## src/rtl/datamem_arbiter.sv

```systemverilog
`timescale 1ns/1ps
// datamem_arbiter
//   Arbitrates between two requesters (0 = processor load/store, 1 = image
//   loader/filter engine) for one byte-addressed data memory. Only one
//   transaction is in flight at a time. Word stores become four byte writes.
//   Reads are timed against the memory's negedge-registered outputs.
//   Addresses outside 0..MEM_TOP are rejected without touching memory.
//
// Ports
//   clk, rst_n               clock, asynchronous active-low reset
//   reqN, weN, szN           request, 1 = write / 0 = read, 1 = word / 0 = byte
//   addrN, wdataN            byte address and write data (byte uses [7:0])
//   gntN, doneN, errN        one-cycle pulses: accepted, completed, rejected
//   rdataN                   read result, held until the next read by that requester
//   mem_we_n, mem_a, mem_din memory write strobe (active low), address A, write byte
//   mem_b                    memory byte-read address B
//   mem_do, mem_dob          memory word read data (via A) and byte read data (via B)
//   dbg_state                current sequencer state
//
// Handshake: a requester raises reqN with its fields and holds them stable
// until gntN pulses; gntN means the fields have been latched. reqN still high
// in the cycle after gntN is a new request. Every accepted transaction ends
// with exactly one pulse of doneN, or errN in the gnt cycle if the range
// check fails.
module datamem_arbiter #(
    parameter int unsigned AW      = 32,
    parameter int unsigned MEM_TOP = 131072,
    parameter bit          RR_EN   = 1'b1
) (
    input  logic          clk,
    input  logic          rst_n,
    input  logic          req0,
    input  logic          req1,
    input  logic          we0,
    input  logic          we1,
    input  logic          sz0,
    input  logic          sz1,
    input  logic [AW-1:0] addr0,
    input  logic [AW-1:0] addr1,
    input  logic [31:0]   wdata0,
    input  logic [31:0]   wdata1,
    output logic          gnt0,
    output logic          gnt1,
    output logic          done0,
    output logic          done1,
    output logic          err0,
    output logic          err1,
    output logic [31:0]   rdata0,
    output logic [31:0]   rdata1,
    output logic          mem_we_n,
    output logic [AW-1:0] mem_a,
    output logic [7:0]    mem_din,
    output logic [AW-1:0] mem_b,
    input  logic [31:0]   mem_do,
    input  logic [7:0]    mem_dob,
    output logic [1:0]    dbg_state
);

    localparam logic [AW-1:0] TOP = AW'(MEM_TOP);

    typedef enum logic [1:0] {
        IDLE = 2'd0,
        WR   = 2'd1,
        RD   = 2'd2,
        FIN  = 2'd3
    } state_t;

    state_t state, state_nx;

    // Latched transaction (the write/read choice is carried by the state)
    logic          owner, owner_nx;
    logic          last_grant, last_nx;
    logic          op_sz, sz_nx;
    logic [AW-1:0] op_addr, addr_nx;
    logic [31:0]   op_wdata, wdata_nx;
    logic [1:0]    cnt, cnt_nx, cnt_inc;

    logic          gnt0_nx, gnt1_nx, done0_nx, done1_nx, err0_nx, err1_nx;
    logic [31:0]   rdata0_nx, rdata1_nx, rd_val;
    logic          we_n_nx;
    logic [AW-1:0] mem_a_nx, mem_b_nx;
    logic [7:0]    din_nx;

    // Winner selection for the current IDLE cycle
    logic          win;
    logic          sel_we, sel_sz, sel_bad;
    logic [AW-1:0] sel_addr, sel_end;
    logic [31:0]   sel_wdata;

    always_comb begin
        if (req0 && req1) begin
            // last_grant resets to 1 so requester 0 wins the first conflict
            win = RR_EN ? ~last_grant : 1'b0;
        end else begin
            win = ~req0;
        end
    end

    assign sel_we    = win ? we1    : we0;
    assign sel_sz    = win ? sz1    : sz0;
    assign sel_addr  = win ? addr1  : addr0;
    assign sel_wdata = win ? wdata1 : wdata0;
    assign sel_end   = sel_addr + AW'(3);
    assign sel_bad   = (sel_addr > TOP) || (sel_sz && (sel_end > TOP));
    assign cnt_inc   = cnt + 2'd1;
    assign rd_val    = op_sz ? mem_do : {24'b0, mem_dob};
    assign dbg_state = state;

    always_comb begin
        state_nx  = state;
        owner_nx  = owner;
        last_nx   = last_grant;
        sz_nx     = op_sz;
        addr_nx   = op_addr;
        wdata_nx  = op_wdata;
        cnt_nx    = cnt;
        gnt0_nx   = 1'b0;
        gnt1_nx   = 1'b0;
        done0_nx  = 1'b0;
        done1_nx  = 1'b0;
        err0_nx   = 1'b0;
        err1_nx   = 1'b0;
        rdata0_nx = rdata0;
        rdata1_nx = rdata1;
        we_n_nx   = 1'b1;
        mem_a_nx  = mem_a;
        mem_b_nx  = mem_b;
        din_nx    = 8'h00;

        case (state)
            IDLE: begin
                if (req0 || req1) begin
                    owner_nx = win;
                    last_nx  = win;
                    sz_nx    = sel_sz;
                    addr_nx  = sel_addr;
                    wdata_nx = sel_wdata;
                    cnt_nx   = 2'd0;
                    gnt0_nx  = ~win;
                    gnt1_nx  = win;
                    if (sel_bad) begin
                        err0_nx = ~win;
                        err1_nx = win;
                    end else if (sel_we) begin
                        // First (or only) byte goes out in the gnt cycle
                        state_nx = WR;
                        we_n_nx  = 1'b0;
                        mem_a_nx = sel_addr;
                        din_nx   = sel_wdata[7:0];
                    end else begin
                        // Memory registers the read on the next negedge
                        state_nx = RD;
                        if (sel_sz) begin
                            mem_a_nx = sel_addr;
                        end else begin
                            mem_b_nx = sel_addr;
                        end
                    end
                end
            end

            WR: begin
                if (!op_sz || cnt == 2'd3) begin
                    state_nx = FIN;
                    done0_nx = ~owner;
                    done1_nx = owner;
                end else begin
                    cnt_nx   = cnt_inc;
                    we_n_nx  = 1'b0;
                    mem_a_nx = op_addr + AW'(cnt_inc);
                    din_nx   = op_wdata[{cnt_inc, 3'b000} +: 8];
                end
            end

            RD: begin
                state_nx = FIN;
                done0_nx = ~owner;
                done1_nx = owner;
                if (owner) begin
                    rdata1_nx = rd_val;
                end else begin
                    rdata0_nx = rd_val;
                end
            end

            FIN: begin
                // done is high during this cycle
                state_nx = IDLE;
            end

            default: state_nx = IDLE;
        endcase
    end

    always_ff @(posedge clk or negedge rst_n) begin
        if (!rst_n) begin
            state      <= IDLE;
            owner      <= 1'b0;
            last_grant <= 1'b1;
            op_sz      <= 1'b0;
            op_addr    <= '0;
            op_wdata   <= '0;
            cnt        <= 2'd0;
            gnt0       <= 1'b0;
            gnt1       <= 1'b0;
            done0      <= 1'b0;
            done1      <= 1'b0;
            err0       <= 1'b0;
            err1       <= 1'b0;
            rdata0     <= '0;
            rdata1     <= '0;
            mem_we_n   <= 1'b1;
            mem_a      <= '0;
            mem_b      <= '0;
            mem_din    <= '0;
        end else begin
            state      <= state_nx;
            owner      <= owner_nx;
            last_grant <= last_nx;
            op_sz      <= sz_nx;
            op_addr    <= addr_nx;
            op_wdata   <= wdata_nx;
            cnt        <= cnt_nx;
            gnt0       <= gnt0_nx;
            gnt1       <= gnt1_nx;
            done0      <= done0_nx;
            done1      <= done1_nx;
            err0       <= err0_nx;
            err1       <= err1_nx;
            rdata0     <= rdata0_nx;
            rdata1     <= rdata1_nx;
            mem_we_n   <= we_n_nx;
            mem_a      <= mem_a_nx;
            mem_b      <= mem_b_nx;
            mem_din    <= din_nx;
        end
    end

endmodule

```

## config.mk

```make
export PLATFORM = sky130hd
export DESIGN_NAME = datamem_arbiter
export DESIGN_NICKNAME = d
export VERILOG_FILES = /design/src/rtl/datamem_arbiter.sv
export SDC_FILE = /design/constraint.sdc
export NUM_CORES = 1
export LEC_CHECK = 0
export ABC_AREA = 1
export CAP_MARGIN = 20
export CORE_MARGIN = 2
export CORE_UTILIZATION = 49
export CTS_CLUSTER_DIAMETER = 150
export CTS_CLUSTER_SIZE = 28
export DETAILED_ROUTE_END_ITERATION = 8
export PLACE_DENSITY = 0.89
export SLEW_MARGIN = 20
export SYNTH_ARGS = -nofsm -noshare
export SYNTH_HDL_FRONTEND = slang
export SYNTH_SLANG_ARGS = --single-unit
```

## constraint.sdc

```tcl
create_clock -name clk -period 3.85 [get_ports clk]
set_clock_uncertainty 0.1 [all_clocks]
set_input_delay 1.155 -clock clk [delete_from_list [all_inputs] [get_ports clk]]
set_output_delay 1.155 -clock clk [all_outputs]
set_load 0.005 [all_outputs]
```

== Word level (Yosys, flattened, before mapping) ==
Index checks and enable logic that the tools add are counted.

* Equality and inequality tests: 9
* Order comparisons: 2
* Shift-type cells: 1
* Add/subtract/negate cells: 3
* Reduce and logical (&&, ||, !) cells: 15
* Bitwise operators: 7
* Mux-type cells: 44

{| class="wikitable"
|+ Operators by type and width
! kind !! count
|-
| $mux W32 || 8
|-
| $gt A32 B18 Y1 const B || 2
|-
| $pmux W32 S2 || 1
|-
| $add A32 B2 Y32 || 1
|-
| $add A32 B2 Y32 const B || 1
|-
| $mux W8 || 4
|-
| $shiftx A32 B6 Y8 || 1
|-
| $mux W1 || 19
|-
| $pmux W8 S2 || 1
|-
| $mux W2 || 6
|-
| $reduce_and A5 Y1 || 2
|-
| $ne A2 B2 Y1 const B || 4
|-
| $pmux W2 S4 || 1
|-
| $not A1 Y1 || 7
|-
| $eq A2 B2 Y1 const B || 3
|-
| $pmux W1 S2 || 3
|-
| $reduce_and A2 Y1 || 3
|-
| $reduce_and A3 Y1 || 2
|-
| $pmux W2 S2 || 1
|-
| $logic_or A1 B1 Y1 || 3
|-
| $ne A3 B3 Y1 const B || 1
|-
| $add A2 B1 Y2 const B || 1
|-
| $eq A2 B1 Y1 const B || 1
|-
| $logic_and A1 B1 Y1 || 2
|-
| other kinds (3) || 3
|}

* Input port bits: 176
* Word-level logic and storage cells: 100
* Output and inout bits: 145
* Bits in registers: 214

== Depth between registers and ports, before layout ==
Gate-level depths: netlist of run 1.

* Word-level depth: 10
* Gate-level depth with buffers: 26

== Worst setup path after synthesis of run 1 ==
No wires, ideal clock.

* Kind: input -> register
* Start point: in req1
* End point: reg mem_a[10]
* Library setup time: 0.117 ns
* Buffers on the path: 2
* Path slack: 0.553 ns
* Stages on the path: 20
* Arrival: 3.080 ns
* Data required time: 3.633 ns
* Cells stage by stage: nand2_4 > buf_2 > nand3_1 > nand2_1 > nand3_2 > nor2_4 > nand2_1 > nor2_1 > nand2_1 > xor2_1 > nand2_1 > nor2_1 > nand3_1 > nand2_1 > nand2_2 > nand2_4 > nand2_4 > buf_6 > nand2_1 > nand2_1

* Cells in the longest elaborated chain, start to end: 9

{| class="wikitable"
|+ RTL lines
! item !! RTL line !! source
|-
| from (decl) || 33 || <nowiki>input logic req1,</nowiki>
|-
| $logic_and A1 B1 Y1 || 91 || <nowiki>if (req0 && req1) begin</nowiki>
|-
| $mux W1 || 91 ||
|-
| $mux W32 || 101 || <nowiki>assign sel_addr = win ? addr1 : addr0;</nowiki>
|-
| $add A32 B2 Y32 || 103 || <nowiki>assign sel_end = sel_addr + AW'(3);</nowiki>
|-
| $gt A32 B18 Y1 || 104 || <nowiki>assign sel_bad = (sel_addr > TOP) || (sel_sz && (sel_end > TOP));</nowiki>
|-
| $logic_and A1 B1 Y1 || 104 ||
|-
| $logic_or A1 B1 Y1 || 104 ||
|-
| $ne A2 B2 Y1 (no line) || n/a ||
|-
| $reduce_and A5 Y1 (no line) || n/a ||
|-
| to (signal assigned) || 233 || <nowiki>mem_a <= mem_a_nx;</nowiki>
|-
| to (decl) || 51 || <nowiki>output logic [AW-1:0] mem_a,</nowiki>
|}

Several ways; a longest one is shown, not always the timed one. The select of a mux whose other input is x is not followed.
A chain may end at the register's enable or synchronous reset.

== Worst setup path after layout of run 1 ==
* Start point: reg cnt[0]
* End point: reg mem_a[25]

* Cells in the longest elaborated chain, start to end: 4

{| class="wikitable"
|+ RTL lines
! item !! RTL line !! source
|-
| from (decl) || 76 || <nowiki>logic [1:0] cnt, cnt_nx, cnt_inc;</nowiki>
|-
| from (signal assigned) || 223 || <nowiki>cnt <= cnt_nx;</nowiki>
|-
| $add A2 B1 Y2 or $eq A2 B2 Y1 (tied branches) || 105, 163 ||
|-
| $add A32 B2 Y32 or $logic_or A1 B1 Y1 (tied branches) || 170, 163 ||
|-
| $mux W32 or $ne A2 B2 Y1 (tied branches) || n/a ||
|-
| $pmux W32 S2 or $reduce_and A5 Y1 (tied branches) || n/a ||
|}

Several ways; a longest one is shown, not always the timed one. The select of a mux whose other input is x is not followed.

==> summary.md, run 1 <==
For the via count of the first global-routing pass, the log shows 11338. Summing over every cut layer, the via total after detailed routing is 11948. 0 antenna diodes ended up in the layout.

TritonCTS built the clock tree. The tools report the area of the die as 24900 µm². Of the cells placed in the final design, the portion with a size suffix greater than 1 is 9.89%. The run gives 214 as the number of sinks on the clock net. The library cell used as clock root buffer was clkbuf_16. For the number of warnings printed during yosys synthesis, the log shows 0. Top cell type by total area after synthesis: dfrtp_1.

The number of antenna violations at the first check in global routing was 0; the cts-stage hold buffer count was 0. For this design the static power due to leakage is 7.52 nW. The share of synthesized flip-flops with an asynchronous set or reset works out to 100%. Leaving out fill and tap cells, the most frequent cells in the layout are 442 x nand2_1, 317 x clkdlybuf4s50_1, 212 x dfrtp_1. At the pin with the least slew margin, the transition time is 853 ps. Of all nets on the critical path, the largest fanout is 4. The HPWL after detailed placement is 27.8 mm. The final critical delay including setup and external delays was 3550 ps. Family with the most delay on the worst path: simple AND/OR/NAND/NOR gates. The tools report the count of endpoints failing hold in the final timing report as 0. The most used cell along the critical path is nand3_1. The logs give 11 for the number of buffers created by CTS and 321 for the count of boundary I/O pins.

In the finished design, the share of the clock period the worst path needs comes to 92.2%. The count of nets left with antenna violations once routing finished came out at 0. The tools report the net count after synthesis as 1734. The path class of the tightest hold or removal check is flop to flop. Entering global routing, the biggest net connects 99 pins.

In the final design database the tool counted 2103 nets. The slowest cell on the critical path is dfrtp_1. Using the TritonRoute via totals, the vias-per-cell ratio works out to 5.33. The library cell used most frequently in the layout, excluding fill and tap cells, is nand2_1.

The tool flagged a number of max-cap violations equal to 0. After the first detailed-routing iteration, the DRC count stood at 1207. The number of pins exceeding their max-slew limit in the final report was 0; the global-route wire length before repair was 56.0 mm. The routed wirelength normalized by instance count came out at 16.0 µm.

For the worst setup path, the data required time is 4160 ps. After synthesis, flip-flops and latches occupy 46.2% of the total area. The register clock-pin slew on the reported worst setup and hold paths was 100 ps. The die is 158 µm wide.

The overall fraction of global-route tracks in use was 27.9%; the effective utilization at floorplan was 49.7%. Counting along the longest clock path gives a buffer depth of 3. The top achievable clock speed was 282 MHz; the count of buffer and inverter cells on the critical path was 0. Cells fill 69.3% of the core in the end. The die is 158 µm tall. Counting flops with a built-in enable in the synthesized netlist gives 0. For this block, the routed nets add up to 35.9 mm of wire.

Setup violations remaining at the end of the flow were counted as 0. The worst-skew pair later-pin latency is 460 ps, and the synthesized instance count is 1551. Total power: 10.4 mW.

The logs give 0 for the post-route DRC violation count and 42.6% for the relative max-transition margin. After synthesis the netlist holds a flip-flop and latch count of 214. Before antenna repair, the detailed router went through 6 iterations.

The run finished with clean final reports. The setup total negative slack came out at 0 ps. STA classifies the critical path endpoint as a flop. The number of different library cells used by synthesis comes to 41.

After floorplanning, the core was sized to cover 23300 µm². The setup path with the least slack is of type flop to flop. Setup repair after global routing left no endpoint under its margin. Area growth from synthesis to layout: 39.5%. The maximum cell stage delay along the critical path is 400 ps.

The maximum resistive drop on vdd came out at 0.289 mV. Routability-driven placement finished with a final weighted congestion of 0.939. Dominant synthesized flop cell: dfrtp_1. The number of rows in the core area was 56. The power per standard cell area was 645 nW/µm². Input and output buffers added on the ports amount to 320. The run gives 3860 ps as the data arrival time of the worst path.

The number of H-tree levels is 1, and the remaining global-route overflow is 0. The top-area cell type share of the netlist area is 45.7%, and the post-synthesis instance area is 11600 µm². The mean area per synthesized cell works out to 7.48 µm².

The startpoint class of the critical path is a flop. The critical path goes through ha_1, ha_1, nand3_1, nand2_1, nand3_1, nor2_1, nand3_1, nor2_1, nand3_1, nor3_1, nand4_1, o21bai_1, o211ai_1, o21ai_0, nand3_1, nand2_1. Sorting the synthesized cells by area gives the leading types as dfrtp_1 46%, nand2_1 14%, o21ai_0 6.8%.
-- worst register-to-register path: stages, from the launching register on --
cell and delay, ps:
dfrtp_1 400, ha_1 400, ha_1 330, nand3_1 60, nand2_1 90, nand3_1 120, nor2_1 250, nand3_1 140
nor2_1 240, nand3_1 140, nor3_1 300, nand4_1 220, o21bai_1 180, o211ai_1 100, o21ai_0 220, nand3_1 130
nand2_1 90
-- cell type report --
cell class                 instances  area (µm²)
timing repair buffer             431        4180
inverter                         132         495
fill                            1814        7150
tap                              319         399
clock buffer                      13         283
multi-input combinational       1130        5450
clock inverter                     1        11.3
sequential                       214        5360
-- synthesized netlist by cell type, drive strengths merged (2+ instances only) --
cell type,count
dfrtp,212
nand4,17
nand2,462
or2,9
o22ai,20
xor2,15
o21bai,9
ha,6
a21oi,71
nor4,2
nor2,177
a31oi,16
buf,26
mux2i,9
nor3,17
o21ai,167
nand3b,21
xnor2,7
clkinv,4
dfstp,2
inv,128
nand3,98
clkbuf,50
-- path summary, 6_finish.rpt --
path,start,endpoint,slack (ps),depth (start not counted)
worst min register to register,mem_a[4],mem_a[4],390,2
min in group asynchronous,rst_n,rdata0[15],570,1
max in group asynchronous,rst_n,last_grant,2220,2
worst min-delay path,mem_a[4],mem_a[4],390,2
worst max register to register,cnt[0],mem_a[25],300,16
worst max-delay path,cnt[0],mem_a[25],300,16
-- through the flow --
step / hold WS, ps / worst slack, ps / std cells / area [µm²]
floorplan: 348 / 553 / 1551 / 11600
global placement: 358 / -480 / 2223 / 15800
detailed placement: 362 / -538 / 2223 / 15800
CTS: 387 / 40.0 / 2237 / 16100
global route: 403 / 13.2 / 2240 / 16200
finish: 386 / 299 / 2240 / 16200
-- cell families after synthesis --
family / after synthesis / share of synthesized area [%]
compound gates: 287 / 13.2
xor+xnor: 22 / 1.66
fa+ha+maj: 7 / 0.820
buf+inv: 208 / 7.66
flops: 214 / 46.2
mux: 9 / 0.777
simple gates: 804 / 29.7
-- flip-flops by register name, indices dropped and copies added, names as in the netlist, 2 cells and up --
| name | flops |
|---|---|
| mem_b | 32 |
| cnt | 2 |
| op_wdata | 32 |
| rdata0 | 32 |
| mem_a | 32 |
| dbg_state | 2 |
| rdata1 | 32 |
| mem_din | 8 |
| op_addr | 32 |
-- report_power, final --
group          internal (mW)  switching [mW]  leakage, nW
registers               3.15           0.566         2.58
clock network          0.533           0.692        0.144
logic                   2.46            3.03         4.80
-- per-layer routing --
| layer | GRT usage [%] | routed length, µm | part of all wire, % | up-vias |
|---|---|---|---|---|
| met5 | 0 | 0 | 0 | - |
| met4 | 8.57 | 937 | 2.6 | 0 |
| met3 | 4.43 | 2860 | 7.9 | 79 |
| met2 | 47.4 | 17200 | 48 | 563 |
| met1 | 36.9 | 14900 | 41 | 5558 |
| li1 | - | - | - | 5748 |
-- what timing repair did --
item | in CTS | in global routing
pin swaps | 0 | 2
gates cloned | 0 | 2
gates resized for setup | 1 | 20
setup buffers | 0 | 1
endpoints found under the setup margin | 32 | 62
hold endpoints to repair | 0 | 0
No activity file was read; power rests on OpenSTA's default activity.
==> run 2: changes to the inputs <==
--- a/config.mk
+++ b/config.mk
@@ -12,6 +12,8 @@
 export CTS_CLUSTER_DIAMETER = 150
 export CTS_CLUSTER_SIZE = 28
 export DETAILED_ROUTE_END_ITERATION = 8
+export GPL_ROUTABILITY_DRIVEN = 0
+export HOLD_SLACK_MARGIN = 0.1
 export PLACE_DENSITY = 0.89
 export SLEW_MARGIN = 20
 export SYNTH_ARGS = -nofsm -noshare
==> summary.md, run 2 (synthesis gave the netlist of run 1 again) <==
The register clock-pin slew on the reported worst setup and hold paths was 110 ps (about the same). Area of the die: 24900 µm² (unchanged). The via count of the first global-routing pass came out at 11302 (-0.32%). For the effective utilization at floorplan, the log shows 49.7% (unchanged). The maximum fanout along the worst path was 4 (unchanged); the worst setup timing slack at the placement stage was -431 ps (+107 ps). The run finished with clean final reports. The count of buffers inserted at the top-level ports came out at 320 (unchanged). The worst register-to-register path ends at mem_a[25].

By startpoint and endpoint, the worst setup path is classified as flop to flop. The total setup violations reported at the end of the flow is 0 (unchanged). The final critical delay including setup and external delays is 3540 ps (-12.3 ps), and the pin count of the biggest net entering global routing is 85 (-14%). The overall fraction of global-route tracks in use is 27.9% (-0.044 points), and the number of pins exceeding their max-slew limit in the final report is 0 (unchanged). The tools report the static power due to leakage as 7.51 nW (-0.14%). The logs give 0 (unchanged) for the number of antenna violations at the first check in global routing and 470 ps (about the same) for the worst-skew pair later-pin latency.

The signal on the critical path passes through ha_1, ha_1, nand3_1, nand2_1, nand3_1, nor2_1, nand3_1, nor2_1, nand3_1, nor3_1, nand4_1, o21bai_1, o211ai_1, o21ai_0, nand3_1, nand2_1. Leaving out fill and tap cells, the most frequent cell in the layout is nand2_1. From synthesis to final layout, the design area changed by 39.9%. The run gives 311 ps (+12.3 ps) as the final setup slack of the worst path.

The max-cap check violation count was 0 (unchanged); the number of rows in the core area was 56 (unchanged). In this design, the critical path's most frequently occurring cell is nand3_1. Relative max-transition margin: 51.0% (+8.4 points). Leaving out fill and tap cells, the most frequent cells in the layout are 439 x nand2_1, 317 x clkdlybuf4s50_1, 212 x dfrtp_1. The number of buffers created by CTS is 11 (unchanged), and the via density per instance is 5.39 (+0.99%).

The global-route wire length before repair is 56.0 mm (about the same). For the remaining global-route overflow, the log shows 0 (unchanged). The placeable core region is 23300 µm² (unchanged), and the data arrival time of the worst path is 3850 ps (about the same).

STA classifies the critical path startpoint as a flop. The diode insertion count for antenna repair came out at 0 (unchanged). The run gives 6 (unchanged) as the detailed-router iteration count before antenna repair. The total vias in the final route was 12045 (+0.81%); the maximum resistive drop on vdd was 0.324 mV (+12%). The post-layout utilization of the core was 69.5% (+0.17 points). The worst reg-to-reg path cell count is 16 (unchanged).

TritonCTS built the clock tree. The setup slack on the worst flop-to-flop path is 310 ps (about the same). Power per standard cell area: 648 nW/µm² (+0.48%).

Following the worst setup path forward leads to its endpoint at mem_a[25]. Setup repair after global routing left no endpoint under its margin. The origin of the worst setup path is cnt[0]. The number of H-tree levels is 1 (unchanged), and the worst endpoint required time is 4160 ps (about the same). The number of nets in the layout was 2099 (-0.19%); the count of boundary I/O pins was 321 (unchanged). The maximum cell stage delay along the critical path came out at 400 ps (about the same). The slew at the pin closest to its max-slew limit was 733 ps (-119 ps); the cts-stage hold buffer count was 0 (unchanged). The tools report the starting DRC count in detailed routing as 1130 (-6.4%). The worst setup path is captured at a flop. Width of the die: 158 µm (unchanged).

The total half-perimeter wirelength after legalization and detailed placement was 27.3 mm (-1.9%). The maximum count of clock buffers along a single path was 3 (unchanged). The fraction of the cycle the final worst path needs was 91.9% (-0.32 points). The final routed wirelength across all metal layers is 36.3 mm (+0.96%). The path class of the tightest hold or removal check is flop to flop. Number of placed instances with taps included: 2217 (-0.27%). Library cell used as clock root buffer: clkbuf_16. Post-route DRC violation count: 0 (unchanged). The die height works out to 158 µm (unchanged). On the critical path, the stage with the largest delay is an instance of dfrtp_1.

The routed wirelength normalized by instance count is 16.2 µm (+1.1%), and the number of sinks on the clock net is 214 (unchanged). The run gives 2236 (-0.18%) as the final cell count without fillers. Origin of the critical flop-to-flop path: cnt[0]. The final hold slack is 388 ps (+1.38 ps), and the top achievable clock speed is 283 MHz (+0.35%). The remaining number of nets flagged by the antenna check after routing was 0 (unchanged); the count of endpoints failing hold in the final timing report was 0 (unchanged). The share of post-route cells with drive strength above 1 is 10.2% (+0.33 points).
run 2: cell types whose count changed in the layout (fill, tap and decap cells not counted), moves of 2 or more:
cell and delta:
nand2_2 +3, nor2_4 +3, nand2_1 -3, buf_6 -2, buf_4 -4, nor2_1 -4
run 2: cell type report:
cell class / instances / area (µm²)
fillers: 1768 / 7110
multi-input cells: 1130 / 5500
clock inverters: 1 / 11.3
flip-flops and latches: 214 / 5360
repair buffers: 427 / 4180
inverters: 132 / 495
well taps: 319 / 399
clock buffers: 13 / 283
run 2: worst min path at each step:
stage                 from     endpoint  slack (ps)  cells after the start
6_report         mem_a[28]    mem_a[28]         390                      2
5_1_grt          mem_a[28]    mem_a[28]         410                      2
4_1_cts          mem_a[28]    mem_a[28]         390                      2
3_5_place_dp     mem_a[28]    mem_a[28]         360                      2
3_3_place_gp     mem_a[20]    mem_a[20]         360                      2
2_1_floorplan  op_wdata[0]  op_wdata[0]         350                      2
run 2: through the flow:
stage               cell area (µm²)  TNS [ps]  total power [mW]
floorplan                     11600         0              6.58
global placement              15700    -18350              8.86
detailed placement            15700    -22560              9.09
CTS                           16000         0              10.3
global route                  16200         0              11.3
finish                        16200         0              10.5
run 2: repair_timing:
action / 4_1_cts / 5_1_grt
resized for setup: 0 / 32
setup endpoints to repair: 0 / 44
buffers inserted: 0 / 2
run 2: critical path: cells and delay by family, from the launching register on:
kind,cells,cell delay [ps]
fa+ha+maj,2,720
simple gates,11,1780
flops,1,400
compound gates,3,480
run 2: power breakdown:
part           switching, mW  internal (mW)
combinational           3.06           2.49
sequential             0.572           3.15
clock                  0.717          0.535
total                   4.34           6.17
run 2: routing by layer:
metal  global-route usage [%]  vias up  routed length, µm
li1                         -     5732                  -
met1                     36.5     5573              14500
met2                     46.7      633              17200
met3                     4.60      107               3210
met4                     10.4        0               1280
met5                        0        -                  0
==> run 3: changes to the inputs <==
--- a/config.mk
+++ b/config.mk
@@ -5,15 +5,14 @@
 export SDC_FILE = /design/constraint.sdc
 export NUM_CORES = 1
 export LEC_CHECK = 0
-export ABC_AREA = 1
 export CAP_MARGIN = 20
 export CORE_MARGIN = 2
-export CORE_UTILIZATION = 49
+export CORE_UTILIZATION = 48
 export CTS_CLUSTER_DIAMETER = 150
 export CTS_CLUSTER_SIZE = 28
 export DETAILED_ROUTE_END_ITERATION = 8
-export GPL_ROUTABILITY_DRIVEN = 0
 export HOLD_SLACK_MARGIN = 0.1
+export MAX_ROUTING_LAYER = met4
 export PLACE_DENSITY = 0.89
 export SLEW_MARGIN = 20
 export SYNTH_ARGS = -nofsm -noshare
==> summary.md, run 3 <==
The max-cap check violation count is 0 (unchanged). The number of rows in the core area was 54 (-3.6%). The width of the die came out at 153 µm (-3.2%). By count the netlist is led by 241 x nand2_1, 212 x dfrtp_1, 135 x o21ai_0. The effective utilization at floorplan is 48.9% (-0.82 points).

The run gives 0 (unchanged) as the remaining number of nets flagged by the antenna check after routing. In this run the clock root is driven by a clkbuf_16. The top cell type by total area after synthesis was dfrtp_1. The tools report the final routed wirelength across all metal layers as 32.3 mm (-11%). The die height works out to 153 µm (-3.2%). The library cells used most frequently in the layout, excluding fill and tap cells, are 315 x clkdlybuf4s50_1, 240 x nand2_1, 212 x dfrtp_1. The run gives 214 (unchanged) as the number of sinks on the clock net. TritonCTS built the clock tree. From synthesis to final layout, the design area changed by 43.8%. The tools report the area of the die as 23400 µm² (-6.2%).

The logs give 27.8% (-0.059 points) for the overall fraction of global-route tracks in use and 617 (-45%) for the starting DRC count in detailed routing. The tools report the placeable core region as 21800 µm² (-6.8%). Most frequent standard cell in the layout excluding fill and tap cells: clkdlybuf4s50_1.

The worst setup path is captured at a flop. The run finished with clean final reports. Count of boundary I/O pins: 321 (unchanged). Tracing the worst setup path back leads to its startpoint at addr0[2]. The maximum cell stage delay along the critical path is 550 ps (+150 ps), and the mean area per synthesized cell is 9.98 µm² (+33%). The slew at the pin closest to its max-slew limit came out at 1000 ps (+269 ps).

The count of buffer and inverter cells on the critical path works out to 4 (+4). Pin count of the biggest net entering global routing: 97 (+14%). The top achievable clock speed is 266 MHz (-5.8%), and the number of nets in the layout is 1636 (-22%).

The number of pins exceeding their max-slew limit in the final report is 0 (unchanged). The via density per instance was 5.53 (+2.7%). The tools report the number of placed instances with taps included as 1714 (-23%). Startpoint of the most critical hold path: rdata1[4].

The worst setup path is launched from an input port. Setup repair after global routing left no endpoint under its margin. The total setup violations reported at the end of the flow came out at 0 (unchanged). For the total half-perimeter wirelength after legalization and detailed placement, the log shows 24.4 mm (-10%). The tightest min-delay check is of the flop to flop type. Family with the most delay on the worst path: simple AND/OR/NAND/NOR gates. Most frequent cell after synthesis: nand2_1. The fraction of the cycle the final worst path needs is 97.6% (+5.6 points). The slowest stage of the critical path belongs to the cell or4_4. Maximum fanout along the worst path: 6 (+2). The share of synthesized area occupied by flip-flops and latches was 50.4% (+4.2 points). Sorting the synthesized cells by area gives the leading types as dfrtp_1 50%, nand2_1 8.5%, o21ai_0 6.4%. The critical path in this run is classified as input port to flop.

The maximum count of clock buffers along a single path came out at 3 (unchanged). For the worst-skew pair later-pin latency, the log shows 480 ps (about the same). Static power due to leakage: 6.65 nW (-11%). The share of synthesized flip-flops with an asynchronous set or reset works out to 100% (unchanged).

The synthesized instance count was 1066 (-31%). For this run, the leading register cell type out of synthesis is dfrtp_1. The logs give 74 (+80%) for the number of different library cells in the post-synthesis netlist and 33.0% (-18 points) for the relative max-transition margin.

Data arrival time of the worst path: 4010 ps (+160 ps). The worst register-to-register path begins at cnt[0]. The share of post-route cells with drive strength above 1 came out at 15.0% (+4.8 points). The net count after synthesis was 1249 (-28%); the number of H-tree levels was 1 (unchanged).

The number of warnings printed during yosys synthesis is 0 (unchanged). The final critical delay including setup and external delays came out at 3760 ps (+217 ps). The post-synthesis instance area was 10600 µm² (-8.3%); the global-route wire length before repair was 51.2 mm (-8.5%). Routability-driven placement finished with a final weighted congestion of 0.918. Traced cell by cell, the critical path runs through buf_6, or4_4, or4_4, nor4_4, o311ai_4, buf_4, a211oi_1, a21oi_2, a21oi_4, buf_6, buf_12, mux2_4.

The tools report the remaining global-route overflow as 0 (unchanged). The tools report the final cell count without fillers as 1734 (-22%). Number of antenna violations at the first check in global routing: 0 (unchanged). The number of enable-type register cells in the synthesized netlist works out to 0 (unchanged). Diode insertion count for antenna repair: 0 (unchanged). The routed wirelength normalized by instance count was 18.6 µm (+15%). Power per standard cell area: 650 nW/µm² (+0.19%).

The setup total negative slack is 0 ps (unchanged). The run gives 0 (unchanged) as the count of endpoints failing hold in the final timing report. The top-area cell type share of the netlist area is 49.9% (+4.1 points), and the total vias in the final route is 9596 (-20%). The worst endpoint required time is 4100 ps (-60 ps). The post-synthesis sequential element count works out to 214 (unchanged). The run gives 0 (unchanged) as the post-route DRC violation count.

The logs give 0 (unchanged) for the cts-stage hold buffer count and 5 (-1) for the detailed-router iteration count before antenna repair. The register clock-pin slew on the reported worst setup and hold paths came out at 100 ps (about the same). The run gives 11 (unchanged) as the number of buffers created by CTS. The count of buffers inserted at the top-level ports was 320 (unchanged).

The maximum resistive drop on vdd is 0.308 mV (-5.0%), and the via count of the first global-routing pass is 9592 (-15%).
## run 3: per-layer routing
| layer | vias up | GRT usage [%] | part of all wire, % |
|---|---|---|---|
| li1 | 4489 | - | - |
| met1 | 4625 | 34.7 | 40 |
| met2 | 410 | 47.3 | 50 |
| met3 | 72 | 4.22 | 6.2 |
| met4 | 0 | 8.38 | 3.3 |
| met5 | - | - | 0 |
## run 3: what timing repair did
action                                 in CTS  in global routing
pin swaps                                   7                  6
setup endpoints to repair                  41                 43
buffers inserted                            5                  0
gates cloned                                2                  0
endpoints found under the hold margin       0                  0
gates resized for setup                    29                 12
## run 3: cells by family after synthesis
| kind of cell | share of synthesized area (%) |
|---|---|
| compound gates | 13.2 |
| flops | 50.4 |
| fa+ha+maj | 0.894 |
| buf+inv | 3.25 |
| simple gates | 16.8 |
| mux | 12.8 |
| xor+xnor | 2.64 |
## run 3: where the power goes
group          internal [mW]  switching (mW)  total (mW)
clock network          0.534           0.702        1.24
logic                   2.69            2.24        4.94
registers               3.15           0.615        3.76
total                   6.37            3.56        9.94
## run 3: worst paths after layout
path / cells after the start / slack, ps / to
worst min-delay path: 2 / 390 / rdata1[4]
worst max register to register: 12 / 550 / mem_a[30]
worst max-delay path: 12 / 90 / mem_a[16]
max in group asynchronous: 2 / 2270 / rdata1[14]
min in group asynchronous: 1 / 600 / op_addr[7]
worst min register to register: 2 / 390 / rdata1[4]
## run 3: layout make-up
| cell class | count | area (µm²) |
|---|---|---|
| clock buffers | 13 | 283 |
| clock inverters | 1 | 11.3 |
| fillers | 1582 | 6460 |
| inverters | 7 | 26.3 |
| multi-input cells | 784 | 5060 |
| flip-flops and latches | 214 | 5360 |
| well taps | 280 | 350 |
| repair buffers | 435 | 4200 |
## run 3: through the flow
| stage | utilization, % | setup slack [ps] | cell area, µm² | hold WS, ps | power, mW |
|---|---|---|---|---|---|
| 2_1_floorplan | - | -3.69 | 10600 | 345 | 6.36 |
| 3_3_place_gp | 68.2 | -695 | 14800 | 359 | 8.34 |
| 3_5_place_dp | 68.2 | -741 | 14800 | 370 | 8.60 |
| 4_1_cts | 70.0 | -64.0 | 15200 | 392 | 10.0 |
| 5_1_grt | 70.3 | 20.6 | 15300 | 418 | 10.6 |
| 6_report | 70.3 | 93.5 | 15300 | 388 | 9.94 |
## run 3: worst reg2reg max path, cell delays in order (launching register included)
cell and delay, ps:
dfrtp_1 450, buf_4 220, inv_1 100, ha_1 200
fa_1 280, nand3_1 130, nor3_1 540, and3_1 330
nand2b_1 140, nor3_1 210, xnor2_1 150, mux2i_1 100
mux2_4 270
